`src/rtl/spi_byte_master.sv`:
```
// spi_byte_master: byte-wide SPI mode-0 master for the SD power/sequencing block.
// CPU write or pipelined read starts one 8-bit exchange; two active-low selects.
module spi_byte_master #(
  parameter int unsigned          DIV_BITS  = 8,
  parameter logic [DIV_BITS-1:0]  DIV_RESET = DIV_BITS'(3)
) (
  input  logic                clk_peripheral,
  input  logic                reset,
  input  logic                data_wr,
  input  logic                data_rd,
  input  logic [7:0]          data_in,
  output logic [7:0]          data_out,
  input  logic                cs_wr,
  input  logic [1:0]          cs_in,
  input  logic                div_wr,
  input  logic [DIV_BITS-1:0] div_in,
  output logic                busy,
  output logic                spi_sck,
  output logic                spi_mosi,
  input  logic                spi_miso,
  output logic [1:0]          spi_cs_n
);

  typedef enum logic [1:0] {
    IDLE,
    LOW,
    HIGH,
    DONE
  } state_t;

  state_t state, state_n;

  logic [DIV_BITS-1:0] div;
  logic [DIV_BITS-1:0] div_work;
  logic [DIV_BITS-1:0] cnt;
  logic [3:0]          bit_cnt;
  logic [7:0]          tx;
  logic [7:0]          rx;
  logic [7:0]          tx_sel;
  logic                start;
  logic                phase_end;
  logic                last_bit;

  // Half-period ends after div_work+1 cycles; compare avoids any H overflow.
  assign phase_end = (cnt == div_work);
  assign last_bit  = (bit_cnt == 4'd7);
  assign start     = (state == IDLE) && (data_wr || data_rd);
  assign tx_sel    = data_wr ? data_in : 8'hFF;

  // State register
  always_ff @(posedge clk_peripheral or posedge reset) begin
    if (reset) state <= IDLE;
    else       state <= state_n;
  end

  // Next-state decode
  always_comb begin
    state_n = state;
    unique case (state)
      IDLE: if (start) state_n = LOW;
      LOW:  if (phase_end) state_n = HIGH;
      HIGH: if (phase_end) state_n = last_bit ? DONE : LOW;
      DONE: state_n = IDLE;
      default: state_n = IDLE;
    endcase
  end

  // Chip-select and divider registers, writable in any state
  always_ff @(posedge clk_peripheral or posedge reset) begin
    if (reset) begin
      spi_cs_n <= 2'b11;
      div      <= DIV_RESET;
    end else begin
      if (cs_wr)  spi_cs_n <= cs_in;
      if (div_wr) div      <= div_in;
    end
  end

  // Exchange datapath: counters, shift registers and SPI pins
  always_ff @(posedge clk_peripheral or posedge reset) begin
    if (reset) begin
      spi_sck  <= 1'b0;
      spi_mosi <= 1'b1;
      busy     <= 1'b0;
      data_out <= 8'hFF;
      div_work <= '0;
      cnt      <= '0;
      bit_cnt  <= '0;
      tx       <= 8'hFF;
      rx       <= '0;
    end else begin
      unique case (state)
        IDLE: begin
          spi_sck <= 1'b0;
          if (start) begin
            tx       <= tx_sel;
            spi_mosi <= tx_sel[7];
            busy     <= 1'b1;
            div_work <= div;
            cnt      <= '0;
            bit_cnt  <= '0;
          end
        end
        LOW: begin
          if (phase_end) begin
            cnt     <= '0;
            spi_sck <= 1'b1;
            rx      <= {rx[6:0], spi_miso};
          end else begin
            cnt <= cnt + 1'b1;
          end
        end
        HIGH: begin
          if (phase_end) begin
            cnt     <= '0;
            spi_sck <= 1'b0;
            bit_cnt <= bit_cnt + 4'd1;
            if (last_bit) begin
              spi_mosi <= 1'b1;
            end else begin
              tx       <= {tx[6:0], 1'b0};
              spi_mosi <= tx[6];
            end
          end else begin
            cnt <= cnt + 1'b1;
          end
        end
        DONE: begin
          data_out <= rx;
          busy     <= 1'b0;
          spi_mosi <= 1'b1;
        end
        default: ;
      endcase
    end
  end

endmodule

```
`config.mk`:
```
export PLATFORM = sky130hd
export DESIGN_NAME = spi_byte_master
export DESIGN_NICKNAME = d
export VERILOG_FILES = /design/src/rtl/spi_byte_master.sv
export SDC_FILE = /design/constraint.sdc
export NUM_CORES = 1
export LEC_CHECK = 0
export ABC_AREA = 1
export CAP_MARGIN = 20
export CORE_MARGIN = 2
export CORE_UTILIZATION = 45
export CTS_CLUSTER_SIZE = 28
export DETAILED_ROUTE_END_ITERATION = 10
export PLACE_DENSITY = 0.67
export SYNTH_ARGS = -nofsm -noshare
export SYNTH_HDL_FRONTEND = slang
export SYNTH_SLANG_ARGS = --single-unit
export TNS_END_PERCENT = 100
```
`constraint.sdc`:
```
create_clock -name clk_peripheral -period 3.1 [get_ports clk_peripheral]
set_input_delay 0.775 -clock clk_peripheral [delete_from_list [all_inputs] [get_ports clk_peripheral]]
set_output_delay 0.775 -clock clk_peripheral [all_outputs]
set_load 0.05 [all_outputs]
```
==> summary.txt, run 1 <==
Run status
  • Status: completed

Clocking
  • Cts bufs inserted: 9
  • CTS root buf: clkbuf_8
  • H-Tree Depth: 3
  • Clock Latency Late Sink: 0.33 ns
  • Post-CTS Setup Repair Bufs: 0
  • CTS tree: yes
  • Post-CTS Resized: 0
  • Clock Tree Buf Depth: 2
  • Post-cts hold buffer count: 0
  • CTS Sinks: 58
  • Worst-path clk slew: 0.06 ns

Placed design
  • Port bufs: 37
  • Final GP Congestion: 0.7890
  • Placement Cell Area: 0.003251 mm²
  • Post-detail-place hpwl: 3699 µm

Route
  • 1st-pass router iterations: 4
  • DRC Markers: 0
  • Wire per inst: 11.48 µm
  • Post-route ant nets: 0
  • Initial DRC Count: 85
  • Via count: 2233
  • Avg Vias per Cell: 4.865
  • Final wirelength: 5268 µm

Power
  • Clock share of power: 25.1%
  • Leakage: 1.689 nW
  • Net Sw Frac: 38.75%
  • Pwr Density: 878.5 mW/mm²
  • Sequential Power Share: 37.6%
  • Sw power: 1.181 mW
  • Worst vdd ir: 0.0004542 V
  • Comb pwr share: 37.4%
  • Int Pwr: 1.867 mW

Setup path
  • Delay-heaviest family, CP: buffers and inverters
  • Crit-path cells: clkdlybuf4s50_1
  • Slowest stage delay, CP: 0.79 ns
  • WP data required: 2.32 ns
  • Crit path arrival time: 1.66 ns
  • Worst setup path class: register to output port
  • CP Launch Type: register
  • Crit path max fanout: 2
  • Highest-delay cell along the critical path: clkdlybuf4s50_1
  • Buffers plus inverters on the worst setup path: 1
  • Crit end category: output port

Layout
  • NumNets Final: 410
  • Antenna Cells: 0
  • Filler cells: 552
  • Most common cell after layout, fill and taps aside: nand2_1
  • Most frequent cells in the layout: nand2_1, dfrtp_1, clkdlybuf4s50_1
  • Area Overhead vs Synth: 23.03%
  • Core Util, Final: 57.92%
  • Final Cell Area: 0.003470 mm²
  • Share of cells above drive strength 1: 14.84%

Floorplanning
  • Top Ports: 38
  • Site Rows: 28
  • Starting density of the core: 47.08%
  • Die Ht: 83.17 µm
  • Die area: 0.006916 mm²
  • Core area: 0.005991 mm²
  • Die X: 83.17 µm

Synth
  • Syn Std Cell Area: 0.002820 mm²
  • Seq/Total Area, Yosys: 52.35%
  • Ys Warns: 0
  • Cell count after synthesis: 339
  • Synthesized Nets: 370
  • Average cell area after synthesis: 8.319 µm²
  • Yosys reg bits: 58
  • Post-synth cell types: 30

GRT
  • Vias in the first global route: 2033
  • GRT busiest layer: met2
  • Largest net degree at the start of global routing: 31
  • Initial antenna violation count: 0
  • Met2 GRT Util: 25.81%
  • M3 GR Usage: 3.777%
  • First-pass GRT wire length: 9059 µm
  • Overflow after GRT: 0
  • Gr usage total: 16.43%
  • Met1 usage: 21.26%

STA
  • Final period utilization: 78.54%
  • Final TNS setup: 0 ns
  • Tmin final: 2.435 ns
  • Normalized max-slew margin: 59.20%
  • Final hold violation count: 0
  • Post-Route Skew: 0.008504 ns
  • RSZ-0062 raised after global routing: no
  • Setup violations, final: 0
  • Max Clk Rate: 0.4107 GHz
  • Least-Margin Pin Slew: 0.6111 ns
  • Slew Viols, Final: 0

Flow run
  • Max Cap Viol: 0

Min path
  • Min-delay worst type: register to register
[power by group through the flow]
| stage | combinational, mW | sequential, mW | clock, mW |
|---|---|---|---|
| finish | 1.14 | 1.14 | 0.764 |
| global route | 1.30 | 1.17 | 0.820 |
| CTS | 1.15 | 1.15 | 0.788 |
| detailed placement | 1.15 | 1.16 | 0 |
| global placement | 1.12 | 1.15 | 0 |
| floorplan | 0.784 | 1.25 | 0 |
[layout make-up]
class	count	area, µm²	area share, %
Sequential cell	58	1476	42.55
Timing Repair Buffer	38	390.4	11.25
Clock inverter	5	77.57	2.236
Clock buffer	11	141.4	4.075
Tap cell	75	93.84	2.705
Inverter	38	145.1	4.183
Multi-Input combinational cell	234	1145	33.00
[cells in the mapped netlist]
master / count / area share [%]
nand2_1: 132 / 18
ha_1: 6 / 2.7
nand3_2: 1 / 0.35
nand3b_1: 1 / 0.27
o22ai_1: 1 / 0.22
nor3b_1: 1 / 0.27
buf_4: 1 / 0.27
nand4_1: 13 / 2.9
o21ai_2: 3 / 0.93
o21bai_1: 1 / 0.27
inv_1: 33 / 4.4
nand2_2: 4 / 0.89
dfstp_2: 20 / 19
nor2_2: 3 / 0.67
xor2_1: 5 / 1.6
inv_4: 1 / 0.22
xnor2_1: 3 / 0.93
o21ai_0: 29 / 5.1
nand3_1: 12 / 2.1
mux2_2: 2 / 0.80
nand2_4: 1 / 0.40
clkbuf_1: 4 / 0.53
buf_6: 2 / 0.80
nor2_1: 8 / 1.1
buf_2: 1 / 0.18
dfrtp_1: 38 / 34
inv_2: 4 / 0.53
a21oi_1: 7 / 1.2
buf_1: 1 / 0.13
nor3_2: 1 / 0.35
[stage by stage]
| stage | hold WS [ns] | setup slack (ns) | cells | power [mW] |
|---|---|---|---|---|
| after detailed placement | 0.4537 | 0.4911 | 443 | 2.306 |
| after floorplan | 0.4419 | 0.9301 | 339 | 2.038 |
| after global routing | 0.4748 | 0.5949 | 459 | 3.289 |
| after CTS | 0.4641 | 0.6308 | 459 | 3.083 |
| final | 0.4603 | 0.6653 | 459 | 3.048 |
| after global placement | 0.4502 | 0.5571 | 443 | 2.272 |
[path summary, 6_finish.rpt]
path	start	to	slack, ns	depth (start not counted)
worst max-delay path	spi_mosi	spi_mosi	0.67	1
worst min-delay path	data_out[7]	data_out[7]	0.46	2
worst max register to register	state[0]	tx[4]	1.08	7
worst min register to register	data_out[7]	data_out[7]	0.46	2
max in group asynchronous	reset	tx[4]	1.61	3
min in group asynchronous	reset	rx[1]	0.84	2
[cells by family (layout without fill, tap and decap cells)]
kind of cell	count (synthesis)	in the layout	share of synthesized area, %
AOI/OAI and AO/OA	41	41	7.809
DFF	58	58	52.35
adders and majority gates	6	6	2.662
xor gates and xnor gates	8	8	2.485
and+or+nand+nor	177	177	26.84
buffers and inverters	47	92	7.054
muxes	2	2	0.7985
[tightest hold or removal path, cell delays in order, from the launching register on]
cell	delay, ns
dfstp_2	0.36
nand2_1	0.05
nand2_1	0.04
[metal layers]
| layer | up-vias | share of wire, % |
|---|---|---|
| met5 | - | 0 |
| met4 | 0 | 2.0 |
| met3 | 9 | 4.3 |
| met2 | 51 | 45 |
| met1 | 1019 | 49 |
| li1 | 1154 | - |
[flip-flops by register name, summed over array words and instances (netlist names)]
signal	cells
cnt	8
data_out	8
div	8
div_work	8
rx	8
tx	7
bit_cnt	4
spi_cs_n	2
state	2
busy	1
spi_mosi	1
spi_sck	1
(Power assumes the default switching activity.)
==> run 2, diff against run 1 <==
==> constraint.sdc (replaced) <==
create_clock -name clk_peripheral -period 2.5 [get_ports clk_peripheral]
set_input_delay 0.625 -clock clk_peripheral [delete_from_list [all_inputs] [get_ports clk_peripheral]]
set_output_delay 0.625 -clock clk_peripheral [all_outputs]
set_load 0.05 [all_outputs]
==> run 2 against run 1 <==
Compared with the run above: sequential share of layout area about the same; worst hold slack worse by 0.0019 ns; wire length up 0.27%; first-iteration DRC count up 40%; via count up 1.6%; global-route usage down 0.053 points; setup slack worse by 0.44 ns; non-clock buffer count up 3; total power up 22%; cell count up 0.65%.
==> summary.txt, run 2 (same netlist as run 1, synthesis figures left out) <==
Power
  • Net Sw Frac: 38.86% (+0.11 points)
  • Comb pwr share: 39.1% (+1.7 points)
  • Pwr Density: 1074 mW/mm² (+22%)
  • Total power: 3.729 mW (+22%)
  • Leakage: 1.695 nW (+0.35%)
  • Worst vdd ir: 0.0005378 V (+18%)
  • Int Pwr: 2.280 mW (+22%)
  • Sequential Power Share: 38.0% (+0.4 points)
  • Clock share of power: 22.9% (-2.2 points)
  • Sw power: 1.449 mW (+23%)

Flow run
  • Max Cap Viol: 0 (unchanged)

STA
  • Tmin final: 2.279 ns
  • Final TNS setup: 0 ns (unchanged)
  • Setup violations, final: 0 (unchanged)
  • Slew Viols, Final: 0 (unchanged)
  • RSZ-0062 raised after global routing: no
  • Final hold violation count: 0 (unchanged)
  • Least-Margin Pin Slew: 0.4989 ns (-0.1122 ns)
  • Post-Route Skew: 0.008623 ns (+0.0001194 ns)
  • Final period utilization: 91.15%
  • Max Clk Rate: 0.4388 GHz
  • Normalized max-slew margin: 66.63% (+7.4 points)
  • Final hold slack: 0.4584 ns (-0.001922 ns)

Placed design
  • Port bufs: 37 (unchanged)
  • Post-detail-place hpwl: 3643 µm (-1.5%)
  • Post-Place Cells: 446 (+0.68%)
  • Final GP Congestion: 0.8271 (+4.8%)

Floorplanning
  • Die Ht: 83.17 µm (unchanged)
  • Site Rows: 28 (unchanged)
  • Top Ports: 38 (unchanged)
  • Core area: 0.005991 mm² (unchanged)
  • Die X: 83.17 µm (unchanged)
  • Starting density of the core: 47.08% (unchanged)
  • Die area: 0.006916 mm² (unchanged)

GRT
  • First-pass GRT wire length: 9211 µm (+1.7%)
  • Largest net degree at the start of global routing: 40 (+29%)
  • Gr usage total: 16.38% (-0.053 points)
  • Initial antenna violation count: 0 (unchanged)
  • Overflow after GRT: 0 (unchanged)
  • Vias in the first global route: 2111 (+3.8%)

Clocking
  • CTS root buf: clkbuf_8
  • H-Tree Depth: 3 (unchanged)
  • Cts bufs inserted: 9 (unchanged)
  • Worst-path clk slew: 0.06 ns (about the same)
  • CTS Sinks: 58 (unchanged)
  • Clock Tree Buf Depth: 2 (unchanged)
  • Post-cts hold buffer count: 0 (unchanged)
  • Post-CTS Resized: 0 (unchanged)
  • Post-CTS Setup Repair Bufs: 0 (unchanged)
  • CTS tree: yes
  • Clock Latency Late Sink: 0.33 ns (about the same)

Layout
  • Most frequent cells in the layout: nand2_1, dfrtp_1, clkdlybuf4s50_1
  • NumNets Final: 413 (+0.73%)
  • Post-route insts no fill: 462 (+0.65%)
  • Core Util, Final: 57.94% (about the same)
  • Antenna Cells: 0 (unchanged)
  • Share of cells above drive strength 1: 14.99% (+0.14 points)
  • Area Overhead vs Synth: 23.07% (about the same)
  • Most common cell after layout, fill and taps aside: nand2_1
  • Filler cells: 550 (-0.36%)

Setup path
  • Slowest stage delay, CP: 0.79 ns (about the same)
  • Crit path arrival time: 1.65 ns (about the same)
  • Crit path max fanout: 2 (unchanged)
  • CP Launch Type: register
  • Worst setup path class: register to output port
  • WP data required: 1.88 ns (-0.44 ns)
  • Buffers plus inverters on the worst setup path: 1 (unchanged)
  • Highest-delay cell along the critical path: clkdlybuf4s50_1
  • Delay-heaviest family, CP: buffers and inverters
  • Crit-path cells: clkdlybuf4s50_1
  • Crit end category: output port

Route
  • 1st-pass router iterations: 4 (unchanged)
  • DRC Markers: 0 (unchanged)
  • Initial DRC Count: 119 (+40%)
  • Via count: 2268 (+1.6%)
  • Final wirelength: 5282 µm (+0.27%)
  • Post-route ant nets: 0 (unchanged)
  • Wire per inst: 11.43 µm (-0.39%)
  • Avg Vias per Cell: 4.909 (+0.91%)

Min path
  • Min-delay worst type: register to register

Run status
  • Status: completed
-- run 2: area by class of cell --
class                      count  area (µm²)  area share (%)
clock inverter                 2       35.03           1.009
sequential                    58        1476           42.54
clock buffer                  14       162.7           4.686
multi-input combinational    234        1145           32.98
timing repair buffer          41       412.9           11.90
inverter                      38       145.1           4.182
tap                           75       93.84           2.704
-- run 2: power groups by stage --
stage | Sequential [mW] | Clock (mW) | Combinational, mW
6_report | 1.42 | 0.854 | 1.46
5_1_grt | 1.45 | 0.931 | 1.67
4_1_cts | 1.41 | 0.880 | 1.47
3_5_place_dp | 1.43 | 0 | 1.46
3_3_place_gp | 1.42 | 0 | 1.43
2_1_floorplan | 1.55 | 0 | 0.973
-- run 2: worst paths after layout --
check / end / slack [ns] / cells past startpoint / from
max: data_out[4] / 0.22 / 1 / data_out[4]
min: data_out[7] / 0.46 / 2 / data_out[7]
max reg2reg: tx[5] / 0.75 / 8 / state[0]
min reg2reg: data_out[7] / 0.46 / 2 / data_out[7]
max in group asynchronous: tx[5] / 1.26 / 3 / reset
min in group asynchronous: rx[7] / 0.61 / 2 / reset
-- run 2: per-layer routing --
layer	wire length, µm	GRT usage [%]
met1	2518	21.22
met2	2385	25.81
met3	288	5.070
met4	89	6.259
met5	0	0
-- run 2: metrics by stage --
step / setup slack (ns) / area (µm²)
global placement: 0.4013 / 3273
global route: 0.1754 / 3471
detailed placement: 0.3664 / 3273
CTS: 0.1984 / 3471
floorplan: 0.4801 / 2820
finish: 0.2213 / 3471
